**config.mk**
```make
export PLATFORM = sky130hd
export DESIGN_NAME = oric_sdram_bridge
export DESIGN_NICKNAME = d
export VERILOG_FILES = /design/src/rtl/oric_mem_pkg.sv /design/src/rtl/toggle_hs.sv /design/src/rtl/oric_sdram_bridge.sv
export SDC_FILE = /design/constraint.sdc
export NUM_CORES = 1
export LEC_CHECK = 0
export CAP_MARGIN = 20
export CORE_ASPECT_RATIO = 0.9
export CORE_UTILIZATION = 29
export DETAILED_ROUTE_END_ITERATION = 10
export PLACE_DENSITY = 0.48
export RECOVER_POWER = 100
export SYNTH_ARGS = -nofsm -noshare
export SYNTH_HDL_FRONTEND = slang
export SYNTH_SLANG_ARGS = --single-unit
```
**constraint.sdc**
```tcl
create_clock -name clk_mem -period 2.76 [get_ports clk_mem]
set_input_delay 0.828 -clock clk_mem [delete_from_list [all_inputs] [get_ports clk_mem]]
set_output_delay 0.828 -clock clk_mem [all_outputs]
set_load 0.05 [all_outputs]
```
**src/rtl/oric_mem_pkg.sv**
```systemverilog
// Shared definitions for the Oric RAM to SDRAM bridge: default widths,
// FSM state encoding and the SDRAM byte-enable encodings.
package oric_mem_pkg;

    localparam int AW_DEF = 16;
    localparam int DW_DEF = 8;

    typedef enum logic {
        ST_IDLE = 1'b0,
        ST_WAIT = 1'b1
    } state_t;

    localparam logic [1:0] DS_LO = 2'b01;
    localparam logic [1:0] DS_HI = 2'b10;
    localparam logic [1:0] DS_RD = 2'b11;

    // Reads fetch the whole word; writes enable only the addressed byte lane.
    function automatic logic [1:0] ds_encode(input logic we, input logic a0);
        if (!we) begin
            return DS_RD;
        end
        return a0 ? DS_HI : DS_LO;
    endfunction

endpackage

```
**src/rtl/toggle_hs.sv**
```systemverilog
// Toggle request/acknowledge handshake. A start pulse flips the request
// line; the transfer is complete on the first cycle the acknowledge equals
// the request again, which is flagged by a one-cycle done pulse. Start may
// coincide with done so back-to-back transfers need no idle cycle.
module toggle_hs (
    input  logic clk_mem,
    input  logic reset,
    input  logic i_start,
    input  logic i_ack,
    output logic o_req,
    output logic o_done
);

    logic r_req;
    logic r_busy;
    logic w_done;

    assign w_done = r_busy & (r_req == i_ack);
    assign o_req  = r_req;
    assign o_done = w_done;

    // Flip the request on start; track whether a transfer is outstanding.
    always_ff @(posedge clk_mem) begin
        if (reset) begin
            r_req  <= 1'b0;
            r_busy <= 1'b0;
        end else if (i_start) begin
            r_req  <= ~r_req;
            r_busy <= 1'b1;
        end else if (w_done) begin
            r_busy <= 1'b0;
        end
    end

endmodule

```
**src/rtl/oric_sdram_bridge.sv**
```systemverilog
// Bridges the Oric CPU RAM strobes onto one toggle-handshake SDRAM port.
// Strobes are registered, edge/address-change detected, and turned into
// requests. One request is in flight at a time; a single pending slot
// absorbs a trigger arriving while waiting (a queued read may be replaced,
// a queued write is never discarded, so a further trigger is dropped and
// flagged on the sticky overrun output).
//
// Handshake: a request is presented by toggling port1_req with address,
// data, we and ds already stable; those stay stable until port1_ack equals
// port1_req, which marks completion and validates port1_q.
module oric_sdram_bridge
    import oric_mem_pkg::*;
#(
    parameter int AW = AW_DEF,
    parameter int DW = DW_DEF
) (
    input  logic            clk_mem,
    input  logic            reset,
    input  logic            ram_cs,
    input  logic            ram_oe,
    input  logic            ram_we,
    input  logic [AW-1:0]   ram_ad,
    input  logic [DW-1:0]   ram_d,
    output logic [DW-1:0]   ram_q,
    output logic            busy,
    output logic            overrun,
    output logic            port1_req,
    input  logic            port1_ack,
    output logic [AW-1:0]   port1_a,
    output logic [1:0]      port1_ds,
    output logic            port1_we,
    output logic [2*DW-1:0] port1_d,
    input  logic [2*DW-1:0] port1_q,
    output state_t          o_dbg_state
);

    logic            r_rd_s, r_wr_s, r_rd_o, r_wr_o;
    logic [AW-1:0]   r_ad_s, r_ad_o;
    logic [DW-1:0]   r_d_s;

    state_t          r_state;
    logic            r_slot_valid;
    logic            r_slot_we;
    logic [AW-1:0]   r_slot_ad;
    logic [DW-1:0]   r_slot_d;
    logic [AW-1:0]   r_port1_a;
    logic [1:0]      r_port1_ds;
    logic            r_port1_we;
    logic [2*DW-1:0] r_port1_d;
    logic [DW-1:0]   r_ram_q;
    logic            r_overrun;

    logic            w_trig;
    logic            w_done;
    logic            w_start;
    logic            w_from_slot;
    logic [AW-1:0]   w_iss_ad;
    logic [DW-1:0]   w_iss_d;
    logic            w_iss_we;

    // Register the strobes once, and keep one more cycle of history.
    always_ff @(posedge clk_mem) begin
        if (reset) begin
            r_rd_s <= 1'b0;
            r_wr_s <= 1'b0;
            r_ad_s <= '0;
            r_d_s  <= '0;
            r_rd_o <= 1'b0;
            r_wr_o <= 1'b0;
            r_ad_o <= '0;
        end else begin
            r_rd_s <= ram_cs & ram_oe;
            r_wr_s <= ram_cs & ram_we;
            r_ad_s <= ram_ad;
            r_d_s  <= ram_d;
            r_rd_o <= r_rd_s;
            r_wr_o <= r_wr_s;
            r_ad_o <= r_ad_s;
        end
    end

    // A new access: rising read/write strobe, or read address moving while held.
    assign w_trig = (r_rd_s & ~r_rd_o) | (r_wr_s & ~r_wr_o)
                  | (r_rd_s & (r_ad_s != r_ad_o));

    // Decide what (if anything) is launched at the coming edge.
    always_comb begin
        w_from_slot = (r_state == ST_WAIT) & w_done & r_slot_valid;
        w_start     = ((r_state == ST_IDLE) & w_trig)
                    | ((r_state == ST_WAIT) & w_done & (r_slot_valid | w_trig));
        w_iss_ad    = r_ad_s;
        w_iss_d     = r_d_s;
        w_iss_we    = r_wr_s;
        if (w_from_slot) begin
            w_iss_ad = r_slot_ad;
            w_iss_d  = r_slot_d;
            w_iss_we = r_slot_we;
        end
    end

    toggle_hs u_hs (
        .clk_mem (clk_mem),
        .reset   (reset),
        .i_start (w_start),
        .i_ack   (port1_ack),
        .o_req   (port1_req),
        .o_done  (w_done)
    );

    // Request FSM: launches requests, captures read data, manages the slot.
    always_ff @(posedge clk_mem) begin
        if (reset) begin
            r_state      <= ST_IDLE;
            r_slot_valid <= 1'b0;
            r_slot_we    <= 1'b0;
            r_slot_ad    <= '0;
            r_slot_d     <= '0;
            r_port1_a    <= '0;
            r_port1_ds   <= DS_RD;
            r_port1_we   <= 1'b0;
            r_port1_d    <= '0;
            r_ram_q      <= '0;
            r_overrun    <= 1'b0;
        end else begin
            if (w_start) begin
                r_port1_a  <= w_iss_ad;
                r_port1_d  <= {w_iss_d, w_iss_d};
                r_port1_we <= w_iss_we;
                r_port1_ds <= ds_encode(w_iss_we, w_iss_ad[0]);
            end
            case (r_state)
                ST_IDLE: begin
                    if (w_trig) begin
                        r_state <= ST_WAIT;
                    end
                end
                ST_WAIT: begin
                    if (w_done) begin
                        if (!r_port1_we) begin
                            r_ram_q <= r_port1_a[0] ? port1_q[2*DW-1:DW] : port1_q[DW-1:0];
                        end
                        if (r_slot_valid) begin
                            // Slot launches now; a simultaneous trigger refills it.
                            r_slot_valid <= w_trig;
                            if (w_trig) begin
                                r_slot_ad <= r_ad_s;
                                r_slot_d  <= r_d_s;
                                r_slot_we <= r_wr_s;
                            end
                        end else if (!w_trig) begin
                            r_state <= ST_IDLE;
                        end
                    end else if (w_trig) begin
                        if (!r_slot_valid || !r_slot_we) begin
                            r_slot_valid <= 1'b1;
                            r_slot_ad    <= r_ad_s;
                            r_slot_d     <= r_d_s;
                            r_slot_we    <= r_wr_s;
                        end else begin
                            r_overrun <= 1'b1;
                        end
                    end
                end
                default: r_state <= ST_IDLE;
            endcase
        end
    end

    assign port1_a     = r_port1_a;
    assign port1_ds    = r_port1_ds;
    assign port1_we    = r_port1_we;
    assign port1_d     = r_port1_d;
    assign ram_q       = r_ram_q;
    assign overrun     = r_overrun;
    assign busy        = (r_state == ST_WAIT) | r_slot_valid;
    assign o_dbg_state = r_state;

endmodule

```
; ---- Yosys cells after proc, flatten, opt, wreduce, memory -nomap -nowiden
; Cells that the tools add are included.
[word_totals]
regBits = 117
latchBits = 0
ramBits = 0
mem_bits_ro = 0
in_bits = 46
out_inout_bits = 47
wordCells = 90
memories = 0
[op_classes]
add_sub_neg = 0
mul = 0
div_mod_pow = 0
magnitude_cmp = 0
n_eq_ne = 3
shifts = 0
n_mux = 35
bitwise = 22
n_reduce_logical = 10
[ops]
columns = operator, count
row1 = $mux W16, 6
row2 = $mux W8, 7
row3 = $mux W1, 18
row4 = $ne A16 B16 Y1, 1
row5 = $and A1 B1 Y1, 10
row6 = $reduce_and A4 Y1, 2
row7 = $not A1 Y1, 7
row8 = $mux W2, 3
row9 = $reduce_and A3 Y1, 2
row10 = $reduce_bool A2 Y1, 3
row11 = $or A1 B1 Y1, 5
row12 = $logic_not A1 Y1, 2
row13 = $ne A2 B2 Y1 const B, 1
row14 = $pmux W1 S2, 1
row15 = $eq A1 B1 Y1, 1
row16 = $logic_or A1 B1 Y1, 1

; ---- Depth between registers and ports, before layout
[depth]
depth_word = 10
ltp_mapped = 8
depth_no_buf = 6

; ---- Hierarchy
; From an unflattened synthesis, not the netlist that was laid out.
[hier_totals]
cells_unflattened = 398
hier_area_um2 = 4205.3
[by_module_without_submodules]
columns = module, instances, cells_each, area_per_inst_um2, seq_area_each_um2
row1 = oric_sdram_bridge, 1, 389, 4121.5, 2142.1
row2 = toggle_hs, 1, 9, 83.8, 40.0

; ---- Worst setup path after synthesis
; Ideal clock, no wire load.
[synth_path]
kind = input to register
from = input port1_ack
to = register r_slot_d[5]
setup_ns = 0.117
arrival_time_ns = 2.138
t_required_ns = 2.643
setup_slack_ns = 0.506
cell_stages = 7
path_buffers = 2
path_cell_list = xnor2_1 > nand2_1 > a31o_1 > o21ba_1 > buf_4 > buf_6 > a22o_1
[synth_via]
elab_chain_len = 4
word_cells_on_any_way = 6
cone_classes = eq/ne (2) / mux (1) / bitwise (1) / reduce/logical (2)
[synth_rtl]
columns = item, line_no
row1 = from (decl), oric_sdram_bridge.sv:28  ; input logic port1_ack,
row2 = $eq A1 B1 Y1 (*), toggle_hs.sv:18  ; assign w_done = r_busy & (r_req == i_ack);
row3 = $and A1 B1 Y1 (*), toggle_hs.sv:18
row4 = $ne A2 B2 Y1 (no source line) / $reduce_bool A2 Y1 (equally long branches), -
row5 = $reduce_and A4 Y1 (no source line), -
row6 = to (signal assigned), oric_sdram_bridge.sv:147  ; r_slot_d <= r_d_s;
row7 = to (signal assigned), oric_sdram_bridge.sv:157  ; r_slot_d <= r_d_s;
row8 = to (decl), oric_sdram_bridge.sv:45  ; logic [DW-1:0] r_slot_d;
; Mark *: on every way between the ends. The rest lies on a longest branch, timed or not.
; A chain may end at the register's enable or synchronous reset.

; ---- Worst setup path in the final report
[layout_path]
from = register r_state, in the netlist o_dbg_state
to = output busy
[layout_via]
elab_chain_len = 1
[layout_rtl]
columns = item, line_no
row1 = from (decl), oric_sdram_bridge.sv:41  ; state_t r_state;
row2 = from (signal assigned), oric_sdram_bridge.sv:113  ; r_state <= ST_IDLE;
row3 = from (signal assigned), oric_sdram_bridge.sv:134  ; r_state <= ST_WAIT;
row4 = from (signal assigned), oric_sdram_bridge.sv:151  ; r_state <= ST_IDLE;
row5 = $or A1 B1 Y1, oric_sdram_bridge.sv:175  ; assign busy = (r_state == ST_WAIT) | r_slot_valid;
row6 = to (decl), oric_sdram_bridge.sv:25  ; output logic busy,
; No other way between the ends.

==> impl_metrics.toml <==
[die]
die_w_um = 128
core-area_mm2 = 0.0140
ios = 93
rows = 41
start_util_pct = 29.6
fp.dieH_um = 115
die_area_mm2 = 0.0148

[sta]
slew_headroom_pct = 14.6
grt_setup_unrepaired = "no"
post-route-min-period_ns = 2.58
period_share_pct = 93.6
fin_tns_setup_ns = 0
setup_viol = 0
slew_violations = 0
tightest_slew_ns = 1.28
finalWorstSetupSlack_ns = 0.178
max_clock_freq_mhz = 387
worst_clock_skew_ns = 0.0155
whs_ns = 0.453
hold_viol_final = 0

[final_layout]
utilization_pct = 39.3
drive_gt1_share_pct = 10.8
regArea_mm2 = 0.00218
fillCellCount = 1379
final_nets = 503
final_cells = 655
diodes = 0
syn_to_final_growth_pct = 32.9
multi_input_area_mm2 = 0.00171
design_area_mm2 = 0.00551

[clock_network]
cts_buffers = 9
insertion_delay_ns = 0.35
post-cts-setup-buffers = 0
ctsRootBufferMaster = "clkbuf_16"
cts_max_level = 3
cts_tree = "built"
path_clk_slew_ns = 0.07
clock_path_buffers = 2
ctsResizeCount = 0
ctsHoldBuffers = 0
clkSinkCount = 109

[setup_path]
critical_path.max_fanout = 7
cpPeakStageDelay_ns = 0.86
startpoint_type = "register"
worst_ep_required_time_ns = 1.93
cp_cell_sequence = "or2_2 > dlygate4sd3_1"
r2r-start = "r_ad_s[14]"
r2r_setup_slack_ns = 0.59
crit_type = "register to output pin"
cp.arrival_ns = 1.75
critPathSlowestCell = "dlygate4sd3_1"
endpoint_kind = "output pin"
r2r-end = "u_hs.o_req"
ff2ff_path_depth = 7

[route]
drtAntennaViolNets = 0
wirelength_um = 8820
vias = 2849
first_pass_iters = 4
drc = 0
viasPerCell = 4.35
drt_iter0_drc = 80
post_drt_wl_per_cell_um = 13.5

[logic_synthesis]
syn_inst = 375
yosys_most_used_dff = "dfxtp_1"
syn_area_mm2 = 0.00415
synth_cell_type_count = 37
ys_warn_count = 0
async_flop_share_pct = 0
synth-seq-cells = 109
syn_avg_cell_area_um2 = 11.1
seq_area_frac_synth_pct = 52.6
synth-edff-count = 0
syn-num-nets = 421

[global_route]
first_global_vias = 2790
grt_pass1_wl_um = 14700
grt_max_degree = 36
grt_overflow = 0
grt_use_total_pct = 12.9
antenna_found_initial = 0

[hold_path]
hp-class = "register to register"
min_from = "port1_ds[0]"
whs_endpoint = "port1_ds[0]"
holdPathStages = 2

[placement]
pre_cts_slack_ns = 0.0774
port-buffer-count = 92
gp_congestion = 0.699
placed_area_mm2 = 0.00526
placed_cells = 639
post-dp-hpwl_um = 6020

[power_and_ir_drop]
power.static_leakage_nw = 2.32
powerDensity_mw_per_mm2 = 652
power_mw = 3.59
ir_drop_v = 0.000428

[outcome]
status = "complete, no violations"

[run]
max-cap-violations = 0
worst max-delay path: cells and delay by family (launching register included):
family | cells | cell delay, ns
buf+inv | 1 | 0.86
flops | 1 | 0.42
simple gates | 1 | 0.14
synth_stat cells (2+ instances only):
library cell	number	area (µm²)
a211oi_1	8	60.1
buf_4	9	67.6
buf_2	7	35.0
buf_6	6	67.6
nand3_1	4	20.0
inv_1	4	15.0
nor4_1	3	18.8
nor2b_1	44	275
nand2_1	2	7.51
mux2i_1	33	330
and3b_1	2	17.5
a21oi_1	4	20.0
nor2_1	40	150
xor2_1	15	131
a2bb2oi_1	2	17.5
xnor2_1	3	26.3
a211oi_2	25	313
a31oi_1	2	12.5
clkbuf_1	8	30.0
buf_1	3	11.3
o21ai_1	3	15.0
nand2b_1	2	12.5
dfxtp_1	109	2180
a22o_1	24	210
cell usage in the layout, fill, tap and decap left out, types with 3 or more instances in the layout:
cell	count
nor4_1	3
clkdlybuf4s50_1	43
a21oi_1	4
xor2_1	15
dlygate4sd3_1	48
nor2_1	40
clkbuf_16	9
nor2b_1	44
a211oi_2	18
inv_1	4
buf_4	4
nand3_1	3
dfxtp_1	109
mux2i_1	33
a22o_1	24
xnor2_1	3
buf_12	4
a211oi_1	15
power by group:
part           total [mW]  internal (mW)  switching, mW  leakage (nW)
sequential           1.70           1.65         0.0512         0.893
combinational       0.563          0.222          0.341          1.28
clock                1.33          0.737          0.593         0.151
total                3.59           2.61          0.985          2.32
state kept, by name (all words and copies together), names as in the netlist, 2 cells and up:
signal and cells:
r_slot_d 8, r_ad_s 16, port1_a 16, r_slot_ad 16, ram_q 8, r_ad_o 16, port1_ds 2, r_d_s 8
port1_d 8
kinds of logic after synthesis:
group,Yosys count,synth area share [%]
DFF,109,52.6
and+or+nand+nor,103,13.1
buffers and inverters,37,5.46
xor gates and xnor gates,18,3.80
AOI/OAI and AO/OA,75,17.0
muxes,33,7.97
cell type report:
type / instances / area share, %
clock buffer: 10 / 4.34
clock inverter: 6 / 1.29
inverter: 4 / 0.273
multi-input combinational: 229 / 31.1
sequential: 109 / 39.6
tap: 193 / 4.38
timing repair buffer: 104 / 19.0
per-layer routing:
layer	vias to the layer above	track usage [%]	part of all wire, %
met2	58	19.0	44
met3	8	3.46	4.0
met5	-	0	0
met4	0	4.47	1.1
li1	1461	-	-
met1	1322	18.1	51
how the worst max path moves through the flow:
stage               cells after the start            to        start  slack (ns)
finish                                  2          busy  o_dbg_state        0.18
global route                            7    port1_a[0]    port1_ack        0.08
CTS                                     2          busy  o_dbg_state        0.21
detailed placement                      8  r_slot_ad[9]    port1_ack        0.08
global placement                        7  r_slot_ad[3]    port1_ack        0.11
floorplan                               7   r_slot_d[5]    port1_ack        0.51
Note: power is estimated with default switching activity, not from simulation.
